### src/rtl/gpio_edge_ctrl14.sv
// ---------------------------------------------------------------------------
// gpio_edge_ctrl14 -- parametrised GPIO pin controller with edge interrupts.
//
// Drives the pad output value and active-low output enable from registers,
// samples the asynchronous pad inputs through a 2-flop synchroniser, detects
// per-pin rising/falling edges into a sticky write-1-to-clear status register
// and raises one registered, masked interrupt.
//
// Optional feature: define GPIO_DEBOUNCE_EN to insert a per-pin debounce
// counter between the synchroniser and DIN (a level must persist DB_CYCLES
// cycles before DIN follows it). Without the macro DIN is the synchroniser
// output and no counters exist.
//
// Ports:
//   pclk14          clock
//   n_p_reset14     asynchronous active-low reset
//   reg_sel         register access strobe (one cycle per access)
//   reg_write       1 = write, 0 = read
//   reg_addr        register byte address (bits [1:0] ignored)
//   reg_wdata       write data
//   reg_rdata       registered read data, valid the cycle after a read strobe
//   gpio_pin_in14   asynchronous pad inputs
//   gpio_pin_out14  pad output values (DOUT)
//   n_gpio_pin_oe14 pad output enables, active-low (~OE)
//   gpio_irq        combined registered interrupt
//
// Register map: 0x00 DOUT, 0x04 OE, 0x08 DIN (RO), 0x0C RISE_EN,
//               0x10 FALL_EN, 0x14 INT_MASK, 0x18 INT_STAT (W1C).
// ---------------------------------------------------------------------------
module gpio_edge_ctrl14 #(
  parameter int GPIO_WIDTH = 16,
  parameter int ADDR_WIDTH = 5,
  parameter int DB_CYCLES  = 4
) (
  input  logic                  pclk14,
  input  logic                  n_p_reset14,
  input  logic                  reg_sel,
  input  logic                  reg_write,
  input  logic [ADDR_WIDTH-1:0] reg_addr,
  input  logic [GPIO_WIDTH-1:0] reg_wdata,
  output logic [GPIO_WIDTH-1:0] reg_rdata,
  input  logic [GPIO_WIDTH-1:0] gpio_pin_in14,
  output logic [GPIO_WIDTH-1:0] gpio_pin_out14,
  output logic [GPIO_WIDTH-1:0] n_gpio_pin_oe14,
  output logic                  gpio_irq
);

  localparam int IW = ADDR_WIDTH - 2;

  // Word index of each register (byte address >> 2).
  localparam logic [IW-1:0] IDX_DOUT = IW'(0);
  localparam logic [IW-1:0] IDX_OE   = IW'(1);
  localparam logic [IW-1:0] IDX_DIN  = IW'(2);
  localparam logic [IW-1:0] IDX_RISE = IW'(3);
  localparam logic [IW-1:0] IDX_FALL = IW'(4);
  localparam logic [IW-1:0] IDX_MASK = IW'(5);
  localparam logic [IW-1:0] IDX_STAT = IW'(6);

  logic [IW-1:0] reg_idx;
  logic          wr_en;
  logic          rd_en;
  logic          unused_addr_bits;

  assign reg_idx          = reg_addr[ADDR_WIDTH-1:2];
  assign wr_en            = reg_sel & reg_write;
  assign rd_en            = reg_sel & ~reg_write;
  assign unused_addr_bits = ^reg_addr[1:0];

  logic [GPIO_WIDTH-1:0] dout_q, oe_q, rise_en_q, fall_en_q, int_mask_q;
  logic [GPIO_WIDTH-1:0] int_stat_q, int_stat_d;
  logic [GPIO_WIDTH-1:0] rdata_q, rdata_d;
  logic [GPIO_WIDTH-1:0] sync1_q, sync2_q, prev_q;
  logic [GPIO_WIDTH-1:0] din;
  logic [GPIO_WIDTH-1:0] rise, fall, clr;
  logic                  irq_q;

  // -------------------------------------------------------------------------
  // Optional debounce stage between the synchroniser and DIN.
  // -------------------------------------------------------------------------
`ifdef GPIO_DEBOUNCE_EN
  localparam int CW = $clog2(DB_CYCLES + 1);

  logic [GPIO_WIDTH-1:0][CW-1:0] cnt_q, cnt_d;
  logic [GPIO_WIDTH-1:0]         din_q, din_d;

  // The counter measures how long sync2 has disagreed with din. Any return
  // to agreement (a glitch ending) restarts it, so only a level held for
  // DB_CYCLES cycles gets through.
  always_comb begin
    cnt_d = cnt_q;
    din_d = din_q;
    for (int i = 0; i < GPIO_WIDTH; i++) begin
      if (sync2_q[i] == din_q[i]) begin
        cnt_d[i] = '0;
      end else begin
        if (cnt_q[i] == CW'(DB_CYCLES - 1)) begin
          din_d[i] = sync2_q[i];
        end
        if (cnt_q[i] != CW'(DB_CYCLES)) begin
          cnt_d[i] = cnt_q[i] + CW'(1);
        end
      end
    end
  end

  always_ff @(posedge pclk14 or negedge n_p_reset14) begin
    if (!n_p_reset14) begin
      cnt_q <= '0;
      din_q <= '0;
    end else begin
      cnt_q <= cnt_d;
      din_q <= din_d;
    end
  end

  assign din = din_q;
`else
  localparam int UNUSED_DB_CYCLES = DB_CYCLES;

  assign din = sync2_q;
`endif

  // -------------------------------------------------------------------------
  // Edge detection and sticky status.
  // -------------------------------------------------------------------------
  assign rise = din & ~prev_q & rise_en_q;
  assign fall = ~din & prev_q & fall_en_q;
  assign clr  = (wr_en && (reg_idx == IDX_STAT)) ? reg_wdata : '0;

  // Set is OR-ed in after the clear, so a new edge beats a simultaneous W1C.
  assign int_stat_d = (int_stat_q & ~clr) | rise | fall;

  // NOTE: every variable assigned in always_comb gets a default first so no
  // path leaves it unassigned and no latch is inferred.
  always_comb begin
    rdata_d = '0;
    case (reg_idx)
      IDX_DOUT: rdata_d = dout_q;
      IDX_OE:   rdata_d = oe_q;
      IDX_DIN:  rdata_d = din;
      IDX_RISE: rdata_d = rise_en_q;
      IDX_FALL: rdata_d = fall_en_q;
      IDX_MASK: rdata_d = int_mask_q;
      IDX_STAT: rdata_d = int_stat_q;
      default:  rdata_d = '0;
    endcase
  end

  // NOTE: state is updated only with non-blocking assignments so every flop
  // samples the pre-edge value of every other flop, independent of order.
  always_ff @(posedge pclk14 or negedge n_p_reset14) begin
    if (!n_p_reset14) begin
      dout_q     <= '0;
      oe_q       <= '0;
      rise_en_q  <= '0;
      fall_en_q  <= '0;
      int_mask_q <= '0;
      int_stat_q <= '0;
      rdata_q    <= '0;
      sync1_q    <= '0;
      sync2_q    <= '0;
      prev_q     <= '0;
      irq_q      <= 1'b0;
    end else begin
      if (wr_en) begin
        case (reg_idx)
          IDX_DOUT: dout_q     <= reg_wdata;
          IDX_OE:   oe_q       <= reg_wdata;
          IDX_RISE: rise_en_q  <= reg_wdata;
          IDX_FALL: fall_en_q  <= reg_wdata;
          IDX_MASK: int_mask_q <= reg_wdata;
          default:  ;
        endcase
      end
      if (rd_en) begin
        rdata_q <= rdata_d;
      end
      sync1_q    <= gpio_pin_in14;
      sync2_q    <= sync1_q;
      prev_q     <= din;
      int_stat_q <= int_stat_d;
      irq_q      <= |(int_stat_q & int_mask_q);
    end
  end

  assign gpio_pin_out14  = dout_q;
  assign n_gpio_pin_oe14 = ~oe_q;
  assign reg_rdata       = rdata_q;
  assign gpio_irq        = irq_q;

endmodule
### config.mk
export PLATFORM = sky130hd
export DESIGN_NAME = gpio_edge_ctrl14
export DESIGN_NICKNAME = d
export VERILOG_FILES = /design/src/rtl/gpio_edge_ctrl14.sv
export SDC_FILE = /design/constraint.sdc
export NUM_CORES = 1
export LEC_CHECK = 0
export BUFFER_PORTS_ARGS = -buffer_cell sky130_fd_sc_hd__buf_4
export CAP_MARGIN = 20
export CELL_PAD_IN_SITES_DETAIL_PLACEMENT = 0
export CELL_PAD_IN_SITES_GLOBAL_PLACEMENT = 1
export CORE_MARGIN = 3
export CORE_UTILIZATION = 35
export CTS_BUF_LIST = sky130_fd_sc_hd__clkbuf_8
export CTS_CLUSTER_DIAMETER = 200
export DETAILED_ROUTE_END_ITERATION = 10
export GPL_TIMING_DRIVEN = 0
export PLACE_DENSITY = 0.7
export SLEW_MARGIN = 20
export SYNTH_ARGS = -nofsm -noshare
export SYNTH_HDL_FRONTEND = slang
export SYNTH_SLANG_ARGS = --single-unit
export TNS_END_PERCENT = 20
### constraint.sdc
create_clock -name pclk14 -period 1.8 [get_ports pclk14]
set_input_delay 0.18 -clock pclk14 [delete_from_list [all_inputs] [get_ports pclk14]]
set_output_delay 0.18 -clock pclk14 [all_outputs]
set_load 0.01 [all_outputs]
* Word level (Yosys, flattened, before mapping)
Index checks and enable logic that the tools add are counted.
** Storage, ports and cells
- Input port bits :: 41
- Flip-flop bits (word level) :: 161
- Word-level logic and storage cells :: 42
- Output and inout port bits :: 49
** Operators by class
- Bitwise operators :: 15
- Equal/unequal tests :: 6
- Multiplexer cells :: 2
- Reduce and logical (&&, ||, !) cells :: 8
** Operator list (number)
- $pmux W16 S7 :: 1
- $and A16 B16 Y16 :: 6
- $not A16 Y16 :: 4
- $or A16 B16 Y16 :: 2
- $mux W16 :: 1
- $reduce_or A16 Y1 :: 1
- $reduce_and A2 Y1 :: 5
- $eq A3 B3 Y1 const B :: 3
- $eq A3 B2 Y1 const B :: 2
- $eq A3 B1 Y1 const B :: 1
- $logic_not A3 Y1 :: 1
- $and A1 B1 Y1 :: 2
- $logic_and A1 B1 Y1 :: 1
- $not A1 Y1 :: 1

* Logic depth before layout (Yosys ltp)
- Depth after elaboration :: 7
- Gate-level depth with buffers :: 7
- Depth with buffers taken out :: 4

* Worst setup path before layout
OpenSTA, ideal clock, no wires.
- Path kind :: input port to flip-flop
- Start point :: input port reg_addr[4]
- End point :: register rise_en_q[5]
- Required time :: 1.675 ns
- Buffers on the path :: 2
- Arrival time :: 1.248 ns
- Path slack :: 0.427 ns
- Stages :: 5
- Setup time :: 0.125 ns
- Cell sequence :: buf_4 -> nand3b_4 -> nor2_2 -> buf_6 -> mux2_2
** Between the ends
- Word-level cells in the longest chain between the ends :: 2
** RTL lines
- from (decl) :: line 39 : input logic [ADDR_WIDTH-1:0] reg_addr,
- $eq A3 B2 Y1 :: line 166 : case (reg_idx)
- $reduce_and A2 Y1 (no source line)
- to (signal assigned) :: line 169 : IDX_RISE: rise_en_q <= reg_wdata;
- to (decl) :: line 69 : logic [GPIO_WIDTH-1:0] dout_q, oe_q, rise_en_q, fall_en_q, int_mask_q;
Every way passes these cells.
A chain may end at the register's enable or synchronous reset.

* Final worst setup path
- Start point :: input port reg_addr[3]
- End point :: register oe_q[5]
** Between the ends
- Word-level cells in the longest chain between the ends :: 2
** RTL lines
- $eq A3 B1 Y1 :: line 166
- $reduce_and A2 Y1 (no source line)
- to (signal assigned) :: line 168 : IDX_OE: oe_q <= reg_wdata;
- to (decl) :: line 69
Every way passes these cells.

==> results.cfg <==
[global_routing]
grt-ovfl-total = 0
grt_max_degree = 99
grt_pass1_wl_um = 30900
grt_pass1_vias = 5344
grtUsageTotal_pct = 19.0
antenna_found_initial = 0

[place]
gp_congestion = 0.818
dpl_worst_slack_ps = -248
port_buffers = 86
hpwlAfterDp_um = 13400

[synth]
ys_seq_area_share_pct = 58.7
synth_flop_cell = dfrtp_1
yosysMostFrequentCell = dfrtp_1
synth_area_leaders = dfrtp_1 59%, nand2_1 4.4%, mux2_2 4.1%, o211ai_1 3.5%, o21ai_0 3.4%
syn_nets = 610
synth_top_area_share_pct = 58.7
synth_top_area_cell = dfrtp_1
netlist_instances = 569
ys_ff_latch = 161
yosys-top-cells-count = 161 x dfrtp_1, 80 x nand2_1, 47 x o21ai_0
async_flop_share_pct = 100
synth_area_mm2 = 0.00687
syn_area_per_cell_um2 = 12.1
synth-edff-count = 0
yosysWarnings = 0
synth.distinct_cells = 38

[clocking]
clock_sinks = 161
clk_path_buf_depth = 2
clkLatencyLatePin_ps = 460
htree_num_levels = 4
postCtsSetupBuffers = 0
clockRootBuffer = clkbuf_8
cts_buffers = 17
path_clk_slew_ps = 100
tritoncts = built
cts-resized-gates = 0
hold_buffers = 33

[timing]
fin_skew_ps = 19.7
tightest_slew_ps = 728
max_slew_margin_pct = 51.5
grt_setup_unrepaired = false
slew_violations = 0
finalHoldViolations = 0
setup_ws_ps = 279
setup-tns-final_ps = 0
setup_viol = 0
fmax_ghz = 0.658
period_needed_ps = 1520
post-route-period-util_pct = 84.5

[route]
routed_wl_um = 19900
drt-initial-drc-count = 542
firstDrtPassIters = 5
post_drt_wl_per_cell_um = 20.3
vias = 5075
ant_nets = 0
drc = 0
routed_via_density = 5.17

[floorplan]
fp.dieW_um = 146
die_h_um = 146
core_mm2 = 0.0190
dieArea_mm2 = 0.0213
num_rows = 50
start_util_pct = 36.1
pin_count = 90

[final_layout]
final_util_pct = 45.4
drive_gt1_share_pct = 28.6
syn2layout_area_growth_pct = 25.7
nets = 749
diodes = 0

[critical_path]
required_ps = 2110
critical_path_arrival_ps = 1830
start_kind = input port
criticalPathCategory = input port to flop
rrSetupSlack_ps = 390
critical_path.max_fanout = 10
end_kind = flop

[power_and_ir_drop]
p_leak_nw = 3.83
ir_drop_mv = 0.526
power_density_mw_per_mm2 = 1080

[run]
maxCapViolCount = 0

[outcome]
outcome = finished clean

[worst_hold_path]
hold_path_class = input port to asynchronous set/reset pin
==> stage by stage <==
stage / instances / cell area, um^2 / power (mW) / hold WS (ps)
5_1_grt: 981 / 8630 / 9.81 / 258
3_5_place_dp: 916 / 7870 / 6.50 / 163
4_1_cts: 981 / 8630 / 9.44 / 222
6_report: 981 / 8630 / 9.33 / 235
3_3_place_gp: 915 / 7840 / 6.43 / 289
2_1_floorplan: 569 / 6870 / 5.59 / -116
==> flip-flops by register name, summed over array words and instances, names as in the netlist <==
register / count
gpio_irq: 1
rise_en_q: 16
din: 16
oe_q: 16
gpio_pin_out14: 16
fall_en_q: 16
prev_q: 16
int_stat_q: 16
int_mask_q: 16
sync1_q: 16
reg_rdata: 16
==> where the power goes <==
| group | internal, mW | switching (mW) |
|---|---|---|
| clock | 1.49 | 1.36 |
| sequential | 4.19 | 0.470 |
| combinational | 0.970 | 0.856 |
| total | 6.64 | 2.69 |
==> layout by cell type (no fill, tap or decap), types with 2 or more instances in the layout <==
cell and count:
o21ai_0 47, inv_1 33, mux2i_1 16, o21ai_2 16, buf_4 89, clkbuf_8 20, clkinv_4 2, or3_1 2
clkinv_2 2, buf_6 7, buf_2 15, o21a_1 11, a21oi_1 2, nand2_1 80, clkinvlp_4 2, dfrtp_1 161
bufinv_16 3, mux4_2 4, o21ai_1 9, a221oi_1 4, a22o_1 16, o211ai_1 32, nand2b_1 3, a32oi_1 11
mux2_2 25, inv_6 2, nand3b_1 31, mux2_1 8, clkbuf_1 8, mux2_4 11, dlygate4sd3_1 33
==> path summary, 6_finish.rpt <==
kind | from | to | cells after the start
worst min register to register | sync1_q[6] | din[6] | 0
worst max-delay path | reg_addr[3] | oe_q[5] | 6
max in group asynchronous | n_p_reset14 | reg_rdata[3] | 3
worst max register to register | int_stat_q[1] | gpio_irq | 3
worst min-delay path | n_p_reset14 | din[6] | 2
min in group pclk14 | reg_write | oe_q[0] | 5
==> final cells by class <==
class                   instances  area [um^2]
repair buffers                120         1010
clock buffers                  20          275
plain buffers                  35          234
fillers                      1824        10400
inverters                      32          120
flip-flops and latches        161         4030
multi-input cells             341         2480
clock inverters                12          154
well taps                     260          325
==> worst max-delay path, stage by stage <==
cell      delay, ps
buf_4           120
buf_2           170
nand2b_1        210
nor2_1          380
clkbuf_1        600
o21ai_0         170
==> per-layer routing <==
metal,share of wire (%),routed length [um],GRT usage [%]
met1,45,8850,25.5
met4,2.9,577,8.28
met3,5.6,1120,4.53
met5,0,0,0
met2,47,9320,29.7
==> kinds of logic (layout without fill, tap and decap cells) <==
kind of cell | count (synthesis) | after routing | synth area share (%)
flops | 161 | 161 | 58.7
compound gates | 150 | 150 | 15.1
simple gates | 127 | 127 | 9.58
buf+inv | 67 | 219 | 5.16
mux | 64 | 64 | 11.5
No activity file was read; power rests on OpenSTA's default activity.
